<file path="src/rtl/cp0_pkg.sv">
// Shared CP0 definitions: register numbers, exception codes, Status/Cause field
// positions and the write masks that define which bits software can change.
package cp0_pkg;

   localparam logic [4:0] CP0_INDEX    = 5'd0;
   localparam logic [4:0] CP0_RANDOM   = 5'd1;
   localparam logic [4:0] CP0_ENTRYLO0 = 5'd2;
   localparam logic [4:0] CP0_ENTRYLO1 = 5'd3;
   localparam logic [4:0] CP0_PAGEMASK = 5'd5;
   localparam logic [4:0] CP0_WIRED    = 5'd6;
   localparam logic [4:0] CP0_BADVADDR = 5'd8;
   localparam logic [4:0] CP0_COUNT    = 5'd9;
   localparam logic [4:0] CP0_ENTRYHI  = 5'd10;
   localparam logic [4:0] CP0_COMPARE  = 5'd11;
   localparam logic [4:0] CP0_STATUS   = 5'd12;
   localparam logic [4:0] CP0_CAUSE    = 5'd13;
   localparam logic [4:0] CP0_EPC      = 5'd14;
   localparam logic [4:0] CP0_CONFIG   = 5'd16;

   localparam logic [4:0] EXC_INT  = 5'd0;
   localparam logic [4:0] EXC_MOD  = 5'd1;
   localparam logic [4:0] EXC_TLBL = 5'd2;
   localparam logic [4:0] EXC_TLBS = 5'd3;
   localparam logic [4:0] EXC_ADEL = 5'd4;
   localparam logic [4:0] EXC_ADES = 5'd5;
   localparam logic [4:0] EXC_SYS  = 5'd8;
   localparam logic [4:0] EXC_BP   = 5'd9;
   localparam logic [4:0] EXC_RI   = 5'd10;
   localparam logic [4:0] EXC_OV   = 5'd12;

   localparam int ST_IE    = 0;
   localparam int ST_EXL   = 1;
   localparam int ST_UM    = 4;
   localparam int ST_IM_LO = 8;
   localparam int ST_BEV   = 22;

   localparam int CA_EXC_LO = 2;
   localparam int CA_IP_LO  = 8;
   localparam int CA_TI     = 30;
   localparam int CA_BD     = 31;

   localparam logic [31:0] STATUS_WMASK   = 32'h0040_FF13;
   localparam logic [31:0] STATUS_RESET   = 32'h0040_0000;
   localparam logic [31:0] ENTRYHI_WMASK  = 32'hFFFF_E0FF;
   localparam logic [31:0] ENTRYLO_WMASK  = 32'h03FF_FFFF;
   localparam logic [31:0] PAGEMASK_WMASK = 32'h01FF_E000;
   localparam logic [2:0]  K0_RESET       = 3'b011;

endpackage

</file>
<file path="src/rtl/cp0_timer.sv">
// Count/Compare timer: Count advances once every COUNT_DIV clocks, and the
// sticky timer interrupt TI is raised the cycle after Count matches Compare.
module cp0_timer #(
   parameter int COUNT_DIV = 2
) (
   input  logic        clk,
   input  logic        rst,
   input  logic        count_we,
   input  logic        compare_we,
   input  logic [31:0] wdata,
   output logic [31:0] count_o,
   output logic [31:0] compare_o,
   output logic        ti_o
);

   localparam logic [3:0] PRESC_LAST = 4'(COUNT_DIV - 1);

   logic [3:0]  presc_q, presc_d;
   logic [31:0] count_q, count_d;
   logic [31:0] compare_q, compare_d;
   logic        ti_q, ti_d;

   always_comb begin
      presc_d   = presc_q;
      count_d   = count_q;
      compare_d = compare_q;
      if (count_we) begin
         count_d = wdata;
         presc_d = '0;
      end else if (presc_q == PRESC_LAST) begin
         presc_d = '0;
         count_d = count_q + 32'd1;
      end else begin
         presc_d = presc_q + 4'd1;
      end
      if (compare_we) compare_d = wdata;
      // Writing Compare acknowledges the interrupt and beats a same-cycle match.
      ti_d = compare_we ? 1'b0 : (ti_q | (count_q == compare_q));
   end

   always_ff @(posedge clk) begin
      if (!rst) begin
         presc_q   <= '0;
         count_q   <= '0;
         compare_q <= '0;
         ti_q      <= 1'b0;
      end else begin
         presc_q   <= presc_d;
         count_q   <= count_d;
         compare_q <= compare_d;
         ti_q      <= ti_d;
      end
   end

   assign count_o   = count_q;
   assign compare_o = compare_q;
   assign ti_o      = ti_q;

endmodule

</file>
<file path="src/rtl/cp0_regs_p.sv">
// MIPS-style coprocessor-0 register file: mtc0/mfc0 access, exception and eret
// bookkeeping, TLB support registers and interrupt pending generation.
module cp0_regs_p
   import cp0_pkg::*;
#(
   parameter int  TLB_ENTRIES = 16,
   parameter int  HW_INT      = 6,
   parameter int  COUNT_DIV   = 2,
   localparam int IDX_W       = $clog2(TLB_ENTRIES)
) (
   input  logic              clk,
   input  logic              rst,
   input  logic              we,
   input  logic [4:0]        waddr,
   input  logic [31:0]       wdata,
   input  logic [4:0]        raddr,
   output logic [31:0]       rdata,
   input  logic              exc_valid,
   input  logic [4:0]        exc_code,
   input  logic [31:0]       exc_pc,
   input  logic              exc_bd,
   input  logic              exc_badva_we,
   input  logic [31:0]       exc_badva,
   input  logic              eret,
   input  logic [HW_INT-1:0] hw_int,
   input  logic              tlbp_we,
   input  logic              tlbp_hit,
   input  logic [IDX_W-1:0]  tlbp_idx,
   input  logic              tlbr_we,
   input  logic [31:0]       tlbr_hi,
   input  logic [31:0]       tlbr_lo0,
   input  logic [31:0]       tlbr_lo1,
   input  logic [31:0]       tlbr_mask,
   output logic [31:0]       status_o,
   output logic [31:0]       cause_o,
   output logic [31:0]       epc_o,
   output logic [31:0]       entryhi_o,
   output logic [31:0]       entrylo0_o,
   output logic [31:0]       entrylo1_o,
   output logic [31:0]       pagemask_o,
   output logic [IDX_W-1:0]  index_o,
   output logic [IDX_W-1:0]  random_o,
   output logic              int_pending
);

   localparam logic [IDX_W-1:0] RAND_TOP = IDX_W'(TLB_ENTRIES - 1);

   logic             index_p_q, index_p_d;
   logic [IDX_W-1:0] index_q, index_d, random_q, random_d, wired_q, wired_d;
   logic [31:0]      entrylo0_q, entrylo0_d, entrylo1_q, entrylo1_d;
   logic [31:0]      pagemask_q, pagemask_d, entryhi_q, entryhi_d;
   logic [31:0]      badva_q, badva_d, status_q, status_d, epc_q, epc_d;
   logic [2:0]       k0_q, k0_d;
   logic             bd_q, bd_d;
   logic [4:0]       exc_code_q, exc_code_d;
   logic [1:0]       ip_sw_q, ip_sw_d;
   logic [HW_INT-1:0] ip_hw_q;

   logic [31:0] count, compare;
   logic        ti;
   logic        wr_count, wr_compare, wr_wired;
   logic [5:0]  hw_ext;
   logic [7:0]  ip;

   assign wr_count   = we && (waddr == CP0_COUNT);
   assign wr_compare = we && (waddr == CP0_COMPARE);
   assign wr_wired   = we && (waddr == CP0_WIRED);

   cp0_timer #(.COUNT_DIV(COUNT_DIV)) u_timer (
      .clk        (clk),
      .rst        (rst),
      .count_we   (wr_count),
      .compare_we (wr_compare),
      .wdata      (wdata),
      .count_o    (count),
      .compare_o  (compare),
      .ti_o       (ti)
   );

   // Unimplemented interrupt lines read as zero.
   for (genvar gi = 0; gi < 6; gi++) begin : g_hw
      if (gi < HW_INT) begin : g_on
         assign hw_ext[gi] = ip_hw_q[gi];
      end else begin : g_off
         assign hw_ext[gi] = 1'b0;
      end
   end

   assign ip = {hw_ext[5] | ti, hw_ext[4:0], ip_sw_q};

   always_comb begin
      index_p_d  = index_p_q;
      index_d    = index_q;
      wired_d    = wired_q;
      entrylo0_d = entrylo0_q;
      entrylo1_d = entrylo1_q;
      pagemask_d = pagemask_q;
      entryhi_d  = entryhi_q;
      badva_d    = badva_q;
      status_d   = status_q;
      epc_d      = epc_q;
      k0_d       = k0_q;
      bd_d       = bd_q;
      exc_code_d = exc_code_q;
      ip_sw_d    = ip_sw_q;

      if (we) begin
         case (waddr)
            CP0_INDEX:    index_d    = wdata[IDX_W-1:0];
            CP0_ENTRYLO0: entrylo0_d = wdata & ENTRYLO_WMASK;
            CP0_ENTRYLO1: entrylo1_d = wdata & ENTRYLO_WMASK;
            CP0_PAGEMASK: pagemask_d = wdata & PAGEMASK_WMASK;
            CP0_WIRED:    wired_d    = wdata[IDX_W-1:0];
            CP0_ENTRYHI:  entryhi_d  = wdata & ENTRYHI_WMASK;
            CP0_STATUS:   status_d   = wdata & STATUS_WMASK;
            CP0_CAUSE:    ip_sw_d    = wdata[CA_IP_LO+1:CA_IP_LO];
            CP0_EPC:      epc_d      = wdata;
            CP0_CONFIG:   k0_d       = wdata[2:0];
            default: ;
         endcase
      end

      if (wr_wired || (wired_q >= RAND_TOP) || (random_q == wired_q) || (random_q == '0))
         random_d = RAND_TOP;
      else
         random_d = random_q - 1'b1;

      // Pipeline-driven updates are applied after mtc0 so they take priority.
      if (tlbr_we) begin
         entryhi_d  = tlbr_hi & ENTRYHI_WMASK;
         entrylo0_d = tlbr_lo0 & ENTRYLO_WMASK;
         entrylo1_d = tlbr_lo1 & ENTRYLO_WMASK;
         pagemask_d = tlbr_mask & PAGEMASK_WMASK;
      end
      if (tlbp_we) begin
         index_p_d = ~tlbp_hit;
         index_d   = tlbp_idx;
      end
      if (eret) status_d[ST_EXL] = 1'b0;
      if (exc_valid) begin
         if (!status_q[ST_EXL]) begin
            epc_d = exc_bd ? exc_pc - 32'd4 : exc_pc;
            bd_d  = exc_bd;
         end
         status_d[ST_EXL] = 1'b1;
         exc_code_d       = exc_code;
         if (exc_badva_we) begin
            badva_d         = exc_badva;
            entryhi_d[31:13] = exc_badva[31:13];
         end
      end
   end

   always_ff @(posedge clk) begin
      if (!rst) begin
         index_p_q  <= 1'b0;
         index_q    <= '0;
         random_q   <= RAND_TOP;
         wired_q    <= '0;
         entrylo0_q <= '0;
         entrylo1_q <= '0;
         pagemask_q <= '0;
         entryhi_q  <= '0;
         badva_q    <= '0;
         status_q   <= STATUS_RESET;
         epc_q      <= '0;
         k0_q       <= K0_RESET;
         bd_q       <= 1'b0;
         exc_code_q <= '0;
         ip_sw_q    <= '0;
         ip_hw_q    <= '0;
      end else begin
         index_p_q  <= index_p_d;
         index_q    <= index_d;
         random_q   <= random_d;
         wired_q    <= wired_d;
         entrylo0_q <= entrylo0_d;
         entrylo1_q <= entrylo1_d;
         pagemask_q <= pagemask_d;
         entryhi_q  <= entryhi_d;
         badva_q    <= badva_d;
         status_q   <= status_d;
         epc_q      <= epc_d;
         k0_q       <= k0_d;
         bd_q       <= bd_d;
         exc_code_q <= exc_code_d;
         ip_sw_q    <= ip_sw_d;
         ip_hw_q    <= hw_int;
      end
   end

   assign status_o    = status_q;
   assign cause_o     = {bd_q, ti, 14'b0, ip, 1'b0, exc_code_q, 2'b0};
   assign epc_o       = epc_q;
   assign entryhi_o   = entryhi_q;
   assign entrylo0_o  = entrylo0_q;
   assign entrylo1_o  = entrylo1_q;
   assign pagemask_o  = pagemask_q;
   assign index_o     = index_q;
   assign random_o    = random_q;
   assign int_pending = status_q[ST_IE] & ~status_q[ST_EXL] & (|(ip & status_q[15:8]));

   always_comb begin
      rdata = '0;
      case (raddr)
         CP0_INDEX:    rdata = {index_p_q, {(31-IDX_W){1'b0}}, index_q};
         CP0_RANDOM:   rdata = 32'(random_q);
         CP0_ENTRYLO0: rdata = entrylo0_q;
         CP0_ENTRYLO1: rdata = entrylo1_q;
         CP0_PAGEMASK: rdata = pagemask_q;
         CP0_WIRED:    rdata = 32'(wired_q);
         CP0_BADVADDR: rdata = badva_q;
         CP0_COUNT:    rdata = count;
         CP0_ENTRYHI:  rdata = entryhi_q;
         CP0_COMPARE:  rdata = compare;
         CP0_STATUS:   rdata = status_q;
         CP0_CAUSE:    rdata = cause_o;
         CP0_EPC:      rdata = epc_q;
         CP0_CONFIG:   rdata = {1'b1, 28'b0, k0_q};
         default:      rdata = '0;
      endcase
   end

endmodule
</file>
<file path="config.mk">
export PLATFORM = sky130hd
export DESIGN_NAME = cp0_regs_p
export DESIGN_NICKNAME = d
export VERILOG_FILES = /design/src/rtl/cp0_pkg.sv /design/src/rtl/cp0_timer.sv /design/src/rtl/cp0_regs_p.sv
export SDC_FILE = /design/constraint.sdc
export NUM_CORES = 1
export LEC_CHECK = 0
export ABC_AREA = 1
export CORE_AREA = 2 2 205 207
export CTS_BUF_LIST = sky130_fd_sc_hd__clkbuf_8
export DETAILED_ROUTE_END_ITERATION = 10
export DIE_AREA = 0 0 207 209
export PLACE_DENSITY = 0.71
export SYNTH_ARGS = -nofsm -noshare
export SYNTH_HDL_FRONTEND = slang
export SYNTH_SLANG_ARGS = --single-unit
</file>
<file path="constraint.sdc">
create_clock -name clk -period 3.1 [get_ports clk]
set_input_delay 0.465 -clock clk [delete_from_list [all_inputs] [get_ports clk]]
set_output_delay 0.465 -clock clk [all_outputs]
set_load 0.03 [all_outputs]
</file>
==> results of run 1 <==
-- state kept, by name, indices dropped and copies added, names as in the netlist, 26 cells and up --
register           cells
entrylo1_o            26
u_timer.compare_o     32
u_timer.count_o       32
badva_q               32
epc_o                 32
entrylo0_o            26
entryhi_o             27
-- synth_stat cells, drive strengths merged, types with 3 or more instances --
master | count | share of area
nand3b | 5 | 0.0024
a31oi | 52 | 0.021
o22ai | 36 | 0.015
a21oi | 230 | 0.075
nand2 | 665 | 0.16
nand4 | 36 | 0.015
clkbuf | 58 | 0.014
o21ai | 167 | 0.054
xnor2 | 20 | 0.011
a22oi | 33 | 0.016
xor2 | 22 | 0.012
dfxtp | 266 | 0.34
a21o | 6 | 0.0029
o221ai | 6 | 0.0034
o211ai | 15 | 0.0073
ha | 5 | 0.0041
o21bai | 4 | 0.0019
a221oi | 3 | 0.0021
inv | 243 | 0.059
nor3 | 14 | 0.0056
o2111ai | 4 | 0.0023
nor2 | 241 | 0.065
nand3 | 86 | 0.031
or2 | 7 | 0.0028
buf | 136 | 0.061
a211oi | 10 | 0.0049
-- power by group through the flow --
stage          Sequential, mW  Combinational [mW]  Clock, mW
5_1_grt                  3.78                2.07       4.00
4_1_cts                  3.77                1.94       3.86
6_report                 3.77                1.95       3.81
2_1_floorplan            3.99               0.875          0
3_3_place_gp             3.84                1.92          0
3_5_place_dp             3.84                1.93          0
-- final cells by class --
type,instances,area [µm²]
sequential,266,5325
inverter,243,917.1
timing repair buffer,471,5000
tap,539,674.4
clock buffer,65,894.6
fill,4166,19940
clock inverter,28,206.4
antenna,1,2.502
multi-input combinational,1745,8330
-- stage by stage --
stage	hold WS, ns	cells
final	0.2775	3358
after global routing	0.2538	3358
after CTS	0.2343	3356
after detailed placement	0.4331	3263
after global placement	0.4360	3263
after floorplan	0.4295	2448
-- critical path, stage by stage --
cell                              delay, ns
sky130_fd_sc_hd__clkdlybuf4s50_1       0.53
sky130_fd_sc_hd__buf_4                 0.21
sky130_fd_sc_hd__nor2_4                0.22
sky130_fd_sc_hd__nand2_2               0.16
sky130_fd_sc_hd__inv_2                 0.22
sky130_fd_sc_hd__buf_4                 0.18
sky130_fd_sc_hd__nand2_1               0.05
sky130_fd_sc_hd__nand4_1               0.10
sky130_fd_sc_hd__nor2_1                0.06
sky130_fd_sc_hd__o21ai_1               0.18
sky130_fd_sc_hd__buf_12                0.17
-- worst max-delay path by stage --
stage,startpoint,endpoint,slack (ns),depth (start not counted)
after floorplan,raddr[4],rdata[30],1.02,6
after global placement,raddr[2],rdata[25],0.03,10
after detailed placement,raddr[4],rdata[25],0.02,11
after CTS,raddr[4],rdata[25],0.005,11
after global routing,raddr[2],rdata[25],0.004,10
final,raddr[2],rdata[21],0.08,11
-- metal layers --
metal,up-vias,GRT usage,wire length [µm]
met4,0,0.1702,4118
met3,205,0.04554,4804
met2,922,0.5361,33710
met5,-,0,0
met1,8276,0.3905,28660
li1,8456,-,-
-- timing repair --
item                                    CTS  global route
buffers inserted                          0             1
gates resized for setup                   0             6
endpoints found under the setup margin    0             3
-- cells in the final DEF, fill, tap and decap left out, types with 11 or more instances in the layout --
cell type                         Yosys  routed
sky130_fd_sc_hd__nand4_1             36      36
sky130_fd_sc_hd__clkbuf_8             0      65
sky130_fd_sc_hd__a21oi_1            230     230
sky130_fd_sc_hd__inv_1              224     239
sky130_fd_sc_hd__o211ai_1            15      15
sky130_fd_sc_hd__o21ai_0            155     155
sky130_fd_sc_hd__nor3_1              12      12
sky130_fd_sc_hd__buf_12               0      41
sky130_fd_sc_hd__nand2_1            658     657
sky130_fd_sc_hd__a31oi_1             52      52
sky130_fd_sc_hd__inv_2               19      17
sky130_fd_sc_hd__dfxtp_1            266     266
sky130_fd_sc_hd__xor2_1              22      22
sky130_fd_sc_hd__buf_4               91      52
sky130_fd_sc_hd__nor2_4              11      11
sky130_fd_sc_hd__nor2_1             222     221
sky130_fd_sc_hd__a22oi_1             33      33
sky130_fd_sc_hd__clkdlybuf4s50_1      0     376
sky130_fd_sc_hd__nand3_1             79      79
sky130_fd_sc_hd__conb_1               1      74
sky130_fd_sc_hd__xnor2_1             20      20
sky130_fd_sc_hd__o22ai_1             36      36
sky130_fd_sc_hd__o21ai_1             12      12
-- cells by family after synthesis --
| group | after synthesis | synth area share |
|---|---|---|
| xor+xnor | 42 | 0.02382 |
| compound gates | 570 | 0.2077 |
| flops | 266 | 0.3448 |
| buf+inv | 437 | 0.1343 |
| fa+ha+maj | 5 | 0.004051 |
| other cells | 1 | 0.0002428 |
| simple gates | 1054 | 0.2850 |
==> impl_metrics.py, run 1 <==
metrics = {
    "outcome": {
        "outcome": "finished clean",
    },
    "placement": {
        "place.port_buffers": 412,
        "gpl.final_weighted_congestion": 0.9371,
        "preCtsSetupSlack_ns": 0.01746,
        "placement.cell_area_um2": 20220,
        "place_hpwl_mm": 55.42,
    },
    "detailed_routing": {
        "routed_via_density": 5.318,
        "detail_route.first_pass.iterations": 6,
        "via_count": 17860,
        "detail_route.wirelength_mm": 71.29,
        "antenna_violating_nets_post_route": 0,
        "drt_first_iter_violations": 1690,
        "drc": 0,
        "detailed_route_wire_length_per_cell_um": 21.23,
    },
    "worst_setup_path": {
        "criticalPathCategory": "in -> out",
        "endpoint_kind": "output port",
        "worstReg2RegStart": "u_timer.presc_q[1]",
        "worst-r2r-setup-slack_ns": 0.92,
        "setup.worst_path.start_class": "input pin",
        "crit_fanout": 5,
        "timing.reg2reg.worst_path_depth": 9,
        "rr_endpoint": "u_timer.count_o[25]",
        "worst-endpoint-required_ns": 2.63,
        "critical_path_arrival_ns": 2.55,
    },
    "clock_network": {
        "clock_tree.buffer_depth": 3,
        "root_buffer": "sky130_fd_sc_hd__clkbuf_8",
        "cts_tree": "built",
        "post_cts_hold_buffer_count": 0,
        "cts.sink_count": 266,
        "clk_transition_reported_paths_ns": 0.06,
        "insertion_delay_ns": 0.65,
        "cts.htree.levels": 2,
        "number_of_cts_inserted_buffers": 51,
    },
    "power": {
        "power.switching_fraction": 0.3207,
        "power.density_nw_per_um2": 446.7,
        "seq_power_share": 0.396,
        "internal-power_mw": 6.479,
        "cellLeakagePower_nw": 8.702,
        "clkPwrFrac": 0.400,
        "ir_worst_vdd_uv": 274.4,
        "total_power_mw": 9.537,
        "share_comb_of_total_power": 0.205,
        "net_switching_power_figure_mw": 3.058,
    },
    "yosys": {
        "yosysUniqueCellTypes": 47,
        "synth_async_sr_flop_share": 0,
        "yosysWarningCount": 0,
        "ys_seq_area_frac": 0.3448,
        "synth_enable_flop_cells": 0,
        "synth_flop_cell": "sky130_fd_sc_hd__dfxtp_1",
        "yosys_register_bits": 266,
        "syn_area_um2": 15440,
        "netlist_instances": 2375,
        "synthesis.area_per_instance_um2": 6.502,
    },
    "cells_and_area": {
        "final_design_area_no_fill_um2": 21350,
        "drive_gt1_frac": 0.08304,
        "final_util": 0.5171,
        "flow.area_growth_from_synthesis_pct": 38.26,
        "finalNetCount": 3042,
    },
    "global_routing": {
        "grt.overflow.total": 0,
        "pin_count_of_the_biggest_net_entering_global_routing": 86,
        "grt_antenna_before_repair": 1,
        "grt_usage": 0.3171,
        "number_of_global_route_vias_before_repair": 17190,
        "global_route_wire_length_before_repair_mm": 105.5,
    },
    "floorplan": {
        "floorplan.die_area_um2": 43260,
        "core_area_um2": 41290,
        "placementRows": 75,
        "die_h_um": 209,
        "die_width_um": 207,
        "io_pins": 524,
        "starting_utilization_of_the_core_area": 0.3740,
    },
    "worst_hold_path": {
        "hold_path.class": "in -> reg",
        "hold_path.startpoint": "rst",
        "timing.hold.worst_path_depth": 3,
        "holdPathEnd": "u_timer.count_o[17]",
    },
    "timing": {
        "timing.slew.headroom": 0.4504,
        "final_hold_viol_count": 0,
        "post-route-period-util": 0.9727,
        "min_tclk_post_route_ns": 3.015,
        "setup-violations-final": 0,
        "slew_violations": 0,
        "grt_setup_unrepaired": "no",
        "pin_slew_with_the_least_headroom_to_its_limit_ns": 0.8224,
        "fin_setup_tns_ns": 0,
        "finalClockSkew_ns": 0.01636,
        "final.setup.worst_slack_ns": 0.08468,
        "max_freq_mhz": 331.6,
    },
    "flow_run": {
        "timing.max_cap.violations": 0,
    },
}
(Power assumes the default switching activity.)
==> run 2, diff against run 1 <==
- CORE_AREA: 2 2 205 207 -> unset
- CORE_UTILIZATION: unset -> 35
- DIE_AREA: 0 0 207 209 -> unset
- PLACE_DENSITY: 0.71 -> 0.7
- clock period: 3.1 -> 2.4 ns (I/O delays scaled with it)
==> impl_metrics.py, run 2 (synthesized netlist as in run 1, its figures left out) <==
metrics = {
    "outcome": {
        "outcome": "finished clean",
    },
    "power": {
        "cellLeakagePower_nw": 9.156,
        "ir_worst_vdd_uv": 377.6,
        "power.density_nw_per_um2": 550.4,
        "internal-power_mw": 8.261,
        "clkPwrFrac": 0.384,
        "net_switching_power_figure_mw": 3.971,
        "seq_power_share": 0.399,
        "power.switching_fraction": 0.3246,
        "share_comb_of_total_power": 0.217,
    },
    "timing": {
        "pin_slew_with_the_least_headroom_to_its_limit_ns": 0.7071,
        "post-route-period-util": 0.9694,
        "setup-violations-final": 0,
        "timing.slew.headroom": 0.5275,
        "final_hold_viol_count": 0,
        "finalClockSkew_ns": 0.03493,
        "max_freq_mhz": 429.8,
        "hold_slack_ns": 0.2030,
        "min_tclk_post_route_ns": 2.327,
        "fin_setup_tns_ns": 0,
        "final.setup.worst_slack_ns": 0.07341,
        "slew_violations": 0,
        "grt_setup_unrepaired": "no",
    },
    "floorplan": {
        "die_width_um": 212.1,
        "io_pins": 524,
        "starting_utilization_of_the_core_area": 0.3569,
        "floorplan.die_area_um2": 44970,
        "placementRows": 76,
        "die_h_um": 212.1,
        "core_area_um2": 43270,
    },
    "clock_network": {
        "root_buffer": "sky130_fd_sc_hd__clkbuf_8",
        "number_of_cts_inserted_buffers": 49,
        "cts.sink_count": 266,
        "cts.htree.levels": 2,
        "insertion_delay_ns": 0.64,
        "clk_transition_reported_paths_ns": 0.06,
        "clock_tree.buffer_depth": 3,
        "post_cts_hold_buffer_count": 0,
        "cts_tree": "built",
    },
    "detailed_routing": {
        "detail_route.first_pass.iterations": 6,
        "routed_via_density": 5.228,
        "drt_first_iter_violations": 1723,
        "via_count": 18220,
        "detailed_route_wire_length_per_cell_um": 21.19,
        "detail_route.wirelength_mm": 73.86,
        "drc": 0,
        "antenna_violating_nets_post_route": 0,
    },
    "cells_and_area": {
        "finalNetCount": 3124,
        "final_util": 0.5136,
        "layout_commonest_cell": "sky130_fd_sc_hd__nand2_1",
        "layout.cells.most_common_list": "656 x sky130_fd_sc_hd__nand2_1, 372 x sky130_fd_sc_hd__clkdlybuf4s50_1, 265 x sky130_fd_sc_hd__dfxtp_1",
        "flow.area_growth_from_synthesis_pct": 43.90,
        "drive_gt1_frac": 0.1180,
        "instances_no_fill": 3485,
    },
    "worst_setup_path": {
        "critical_path_arrival_ns": 1.97,
        "setup.worst_path.start_class": "flip-flop",
        "worst-r2r-setup-slack_ns": 0.50,
        "endpoint_kind": "output port",
        "criticalPathCategory": "reg -> out",
        "worst-endpoint-required_ns": 2.04,
        "crit_fanout": 3,
    },
    "worst_hold_path": {
        "hold_path.class": "in -> reg",
    },
    "placement": {
        "gpl.final_weighted_congestion": 0.9864,
        "preCtsSetupSlack_ns": -0.3805,
        "place_hpwl_mm": 58.12,
        "placed_cells_incl_taps": 3385,
        "place.port_buffers": 412,
    },
    "flow_run": {
        "timing.max_cap.violations": 0,
    },
    "global_routing": {
        "grt.overflow.total": 0,
        "number_of_global_route_vias_before_repair": 17480,
        "pin_count_of_the_biggest_net_entering_global_routing": 90,
        "grt_usage": 0.3188,
        "grt_antenna_before_repair": 2,
        "global_route_wire_length_before_repair_mm": 107.1,
    },
}
run 2: cell count changes in the layout (fill, tap and decap cells not counted), sizes merged:
cell and change:
clkbuf +7, clkinvlp +1, buf +83, clkdlybuf4s50 -4, clkinv +4, dlymetal6s2s -2, bufinv -2, diode +1
inv -7
run 2: power by group through the flow:
stage,combinational [mW],clock [mW],sequential [mW]
2_1_floorplan,1.13,0,5.16
3_3_place_gp,2.59,0,4.97
3_5_place_dp,2.62,0,4.97
4_1_cts,2.63,4.74,4.88
5_1_grt,2.82,4.92,4.89
6_report,2.66,4.69,4.88
run 2: critical path, stage by stage (launching register included):
cell,delay [ns]
sky130_fd_sc_hd__dfxtp_1,0.35
sky130_fd_sc_hd__inv_1,0.09
sky130_fd_sc_hd__o22ai_1,0.08
sky130_fd_sc_hd__a21oi_1,0.15
sky130_fd_sc_hd__buf_4,0.17
sky130_fd_sc_hd__nand4_1,0.17
sky130_fd_sc_hd__buf_4,0.19
sky130_fd_sc_hd__buf_12,0.13
run 2: per-stage QoR:
| step | instance area [µm²] | power, mW |
|---|---|---|
| detailed placement | 20970 | 7.586 |
| CTS | 22120 | 12.25 |
| floorplan | 15720 | 6.287 |
| global placement | 20970 | 7.566 |
| global route | 22220 | 12.64 |
| finish | 22220 | 12.23 |
run 2: area by class of cell:
| cell class | count | area [µm²] |
|---|---|---|
| well taps | 585 | 732.0 |
| clock inverters | 23 | 131.4 |
| multi-input cells | 1745 | 8393 |
| inverters | 243 | 934.6 |
| repair inverters | 1 | 5.005 |
| clock buffers | 66 | 908.4 |
| diodes | 2 | 5.005 |
| fillers | 4365 | 21050 |
| repair buffers | 554 | 5786 |
| flip-flops and latches | 266 | 5326 |
run 2: timing repair:
action	in CTS	in global routing
gates cloned	0	2
resized for setup	26	35
setup endpoints to repair	33	29
buffers inserted	4	3
pin swaps	2	7
run 2: path summary, 6_finish.rpt:
check / from / to / cells past startpoint
min reg2reg: random_o[0] / random_o[0] / 1
min: tlbr_we / entrylo0_o[16] / 3
max: status_o[10] / rdata[10] / 7
max reg2reg: u_timer.count_o[0] / u_timer.count_o[26] / 9
run 2: per-layer routing:
layer  vias up  track usage  part of all wire
li1       8613            -                 -
met1      8607       0.3901              0.40
met2       803       0.5425              0.48
met3       196      0.04609             0.064
met4         0       0.1632             0.054
met5         -            0                 0
==> run 3, diff against run 2 <==
- PLACE_DENSITY: 0.7 -> 0.67
- SLEW_MARGIN: unset -> 20
==> impl_metrics.py, run 3 (synthesized netlist as in run 1, its figures left out) <==
metrics = {
    "detailed_routing": {
        "drt_first_iter_violations": 1736,
        "antenna_violating_nets_post_route": 0,
        "detail_route.wirelength_mm": 73.65,
        "detailed_route_wire_length_per_cell_um": 21.25,
        "via_count": 18090,
        "detail_route.first_pass.iterations": 6,
        "routed_via_density": 5.219,
        "drc": 0,
    },
    "timing": {
        "min_tclk_post_route_ns": 2.337,
        "grt_setup_unrepaired": "no",
        "max_freq_mhz": 427.9,
        "timing.slew.headroom": 0.4375,
        "hold_slack_ns": 0.2072,
        "post-route-period-util": 0.9738,
        "slew_violations": 0,
        "pin_slew_with_the_least_headroom_to_its_limit_ns": 0.8418,
        "finalClockSkew_ns": 0.02426,
        "setup-violations-final": 0,
        "final_hold_viol_count": 0,
    },
    "placement": {
        "gpl.final_weighted_congestion": 0.9588,
        "place.port_buffers": 412,
        "placement.cell_area_um2": 20860,
        "place_hpwl_mm": 57.86,
    },
    "power": {
        "internal-power_mw": 8.120,
        "power.switching_fraction": 0.3263,
        "ir_worst_vdd_uv": 446.2,
        "clkPwrFrac": 0.377,
        "seq_power_share": 0.405,
        "power.density_nw_per_um2": 548.8,
        "share_comb_of_total_power": 0.218,
        "cellLeakagePower_nw": 9.034,
        "net_switching_power_figure_mw": 3.933,
    },
    "worst_setup_path": {
        "crit_path_cell_trace": "clkdlybuf4s15_2 -> inv_2 -> nor2_4 -> buf_4 -> nand2_8 -> buf_4 -> o221ai_1 -> nor2_1 -> o211ai_1 -> clkbuf_16",
        "family_with_the_most_delay_on_the_worst_path": "buffers and inverters",
        "critical_path_arrival_ns": 1.98,
        "setup.worst_path.start_class": "input pin",
        "critical-path-max-stage-delay_ns": 0.25,
        "crit_fanout": 13,
        "worst-endpoint-required_ns": 2.04,
        "cp_common_cell": "sky130_fd_sc_hd__buf_4",
        "criticalPathCategory": "in -> out",
        "endpoint_kind": "output port",
        "worst-path-buf-inv": 5,
        "crit_path_top_delay_cell": "sky130_fd_sc_hd__clkdlybuf4s15_2",
    },
    "clock_network": {
        "cts.htree.levels": 2,
        "clock_tree.buffer_depth": 3,
        "clk_transition_reported_paths_ns": 0.07,
        "cts_tree": "built",
        "root_buffer": "sky130_fd_sc_hd__clkbuf_8",
        "number_of_cts_inserted_buffers": 49,
        "post_cts_hold_buffer_count": 0,
        "insertion_delay_ns": 0.64,
        "cts.sink_count": 266,
    },
    "floorplan": {
        "die_h_um": 212.1,
        "starting_utilization_of_the_core_area": 0.3569,
        "core_area_um2": 43270,
        "floorplan.die_area_um2": 44970,
        "die_width_um": 212.1,
        "io_pins": 524,
        "placementRows": 76,
    },
    "cells_and_area": {
        "layout.cells.most_common_list": "655 x sky130_fd_sc_hd__nand2_1, 372 x sky130_fd_sc_hd__clkdlybuf4s50_1, 266 x sky130_fd_sc_hd__dfxtp_1",
        "finalNetCount": 3109,
        "multi_input_combinational_cell_area_um2": 8359,
        "fill_cells": 4404,
        "final-seq-area_um2": 5325,
        "final_design_area_no_fill_um2": 21960,
        "layout_commonest_cell": "sky130_fd_sc_hd__nand2_1",
        "flow.area_growth_from_synthesis_pct": 42.21,
        "drive_gt1_frac": 0.1059,
    },
    "worst_hold_path": {
        "hold_path.class": "in -> reg",
    },
    "global_routing": {
        "grt_antenna_before_repair": 1,
        "grt.overflow.total": 0,
        "number_of_global_route_vias_before_repair": 17090,
        "grt_usage": 0.3172,
        "pin_count_of_the_biggest_net_entering_global_routing": 78,
        "global_route_wire_length_before_repair_mm": 106.4,
    },
    "flow_run": {
        "timing.max_cap.violations": 0,
    },
    "outcome": {
        "outcome": "finished clean",
    },
}
## run 3: area by class of cell
| cell class | count | share of cell area |
|---|---|---|
| Antenna cell | 1 | 0.0001139 |
| Clock buffer | 63 | 0.03948 |
| Clock inverter | 23 | 0.005412 |
| Inverter | 243 | 0.04205 |
| Multi-Input combinational cell | 1745 | 0.3806 |
| Sequential cell | 266 | 0.2425 |
| Tap cell | 585 | 0.03333 |
| Timing Repair Buffer | 540 | 0.2565 |
## run 3: path summary, 6_finish.rpt
| path | depth (start not counted) | to | from | slack (ns) |
|---|---|---|---|---|
| setup reg to reg | 9 | u_timer.count_o[26] | u_timer.count_o[0] | 0.48 |
| hold reg to reg | 1 | random_o[0] | random_o[0] | 0.43 |
| setup / recovery | 10 | rdata[24] | raddr[0] | 0.06 |
| hold / removal | 3 | u_timer.compare_o[23] | rst | 0.21 |
## run 3: power groups by stage
stage                     registers (mW)  logic [mW]  clock network, mW
after floorplan                     5.16        1.13                  0
after global placement              4.98        2.57                  0
after detailed placement            4.98        2.59                  0
after CTS                           4.89        2.61               4.60
after global routing                4.90        2.78               4.78
final                               4.89        2.62               4.54
## run 3: timing repair
item	in CTS	in global routing
gates resized for setup	33	8
setup buffers	8	0
pin swaps	9	4
setup endpoints to repair	33	17
## run 3: per-stage QoR
stage                     setup TNS (ns)  std cells  setup WS, ns    util  total power, mW
after floorplan                        0       2448        0.5339       -            6.287
after global placement            -7.581       3371       -0.3681  0.4820            7.551
after detailed placement          -7.506       3371       -0.3371  0.4820            7.564
after CTS                              0       3465      0.003019  0.5080            12.09
after global routing                   0       3466      0.002353  0.5076            12.46
final                                  0       3466       0.06286  0.5076            12.05
## run 3: routing by layer
metal / wire [µm] / track usage / part of all wire / vias up
met5: 0 / 0 / 0 / -
met2: 36650 / 0.5521 / 0.50 / 802
li1: - / - / - / 8585
met4: 2900 / 0.1327 / 0.039 / 0
met3: 4455 / 0.03545 / 0.060 / 146
met1: 29640 / 0.3954 / 0.40 / 8557
## run 3: worst register-to-register path, cell delays in order, from the launching register on
cell and delay (ns):
sky130_fd_sc_hd__dfxtp_1 0.41, sky130_fd_sc_hd__ha_1 0.22, sky130_fd_sc_hd__nand3_2 0.15, sky130_fd_sc_hd__inv_1 0.14, sky130_fd_sc_hd__nand2_1 0.14, sky130_fd_sc_hd__nor2_1 0.30, sky130_fd_sc_hd__nand2_1 0.15, sky130_fd_sc_hd__xor2_1 0.16
sky130_fd_sc_hd__nand2_1 0.07, sky130_fd_sc_hd__a21oi_1 0.11
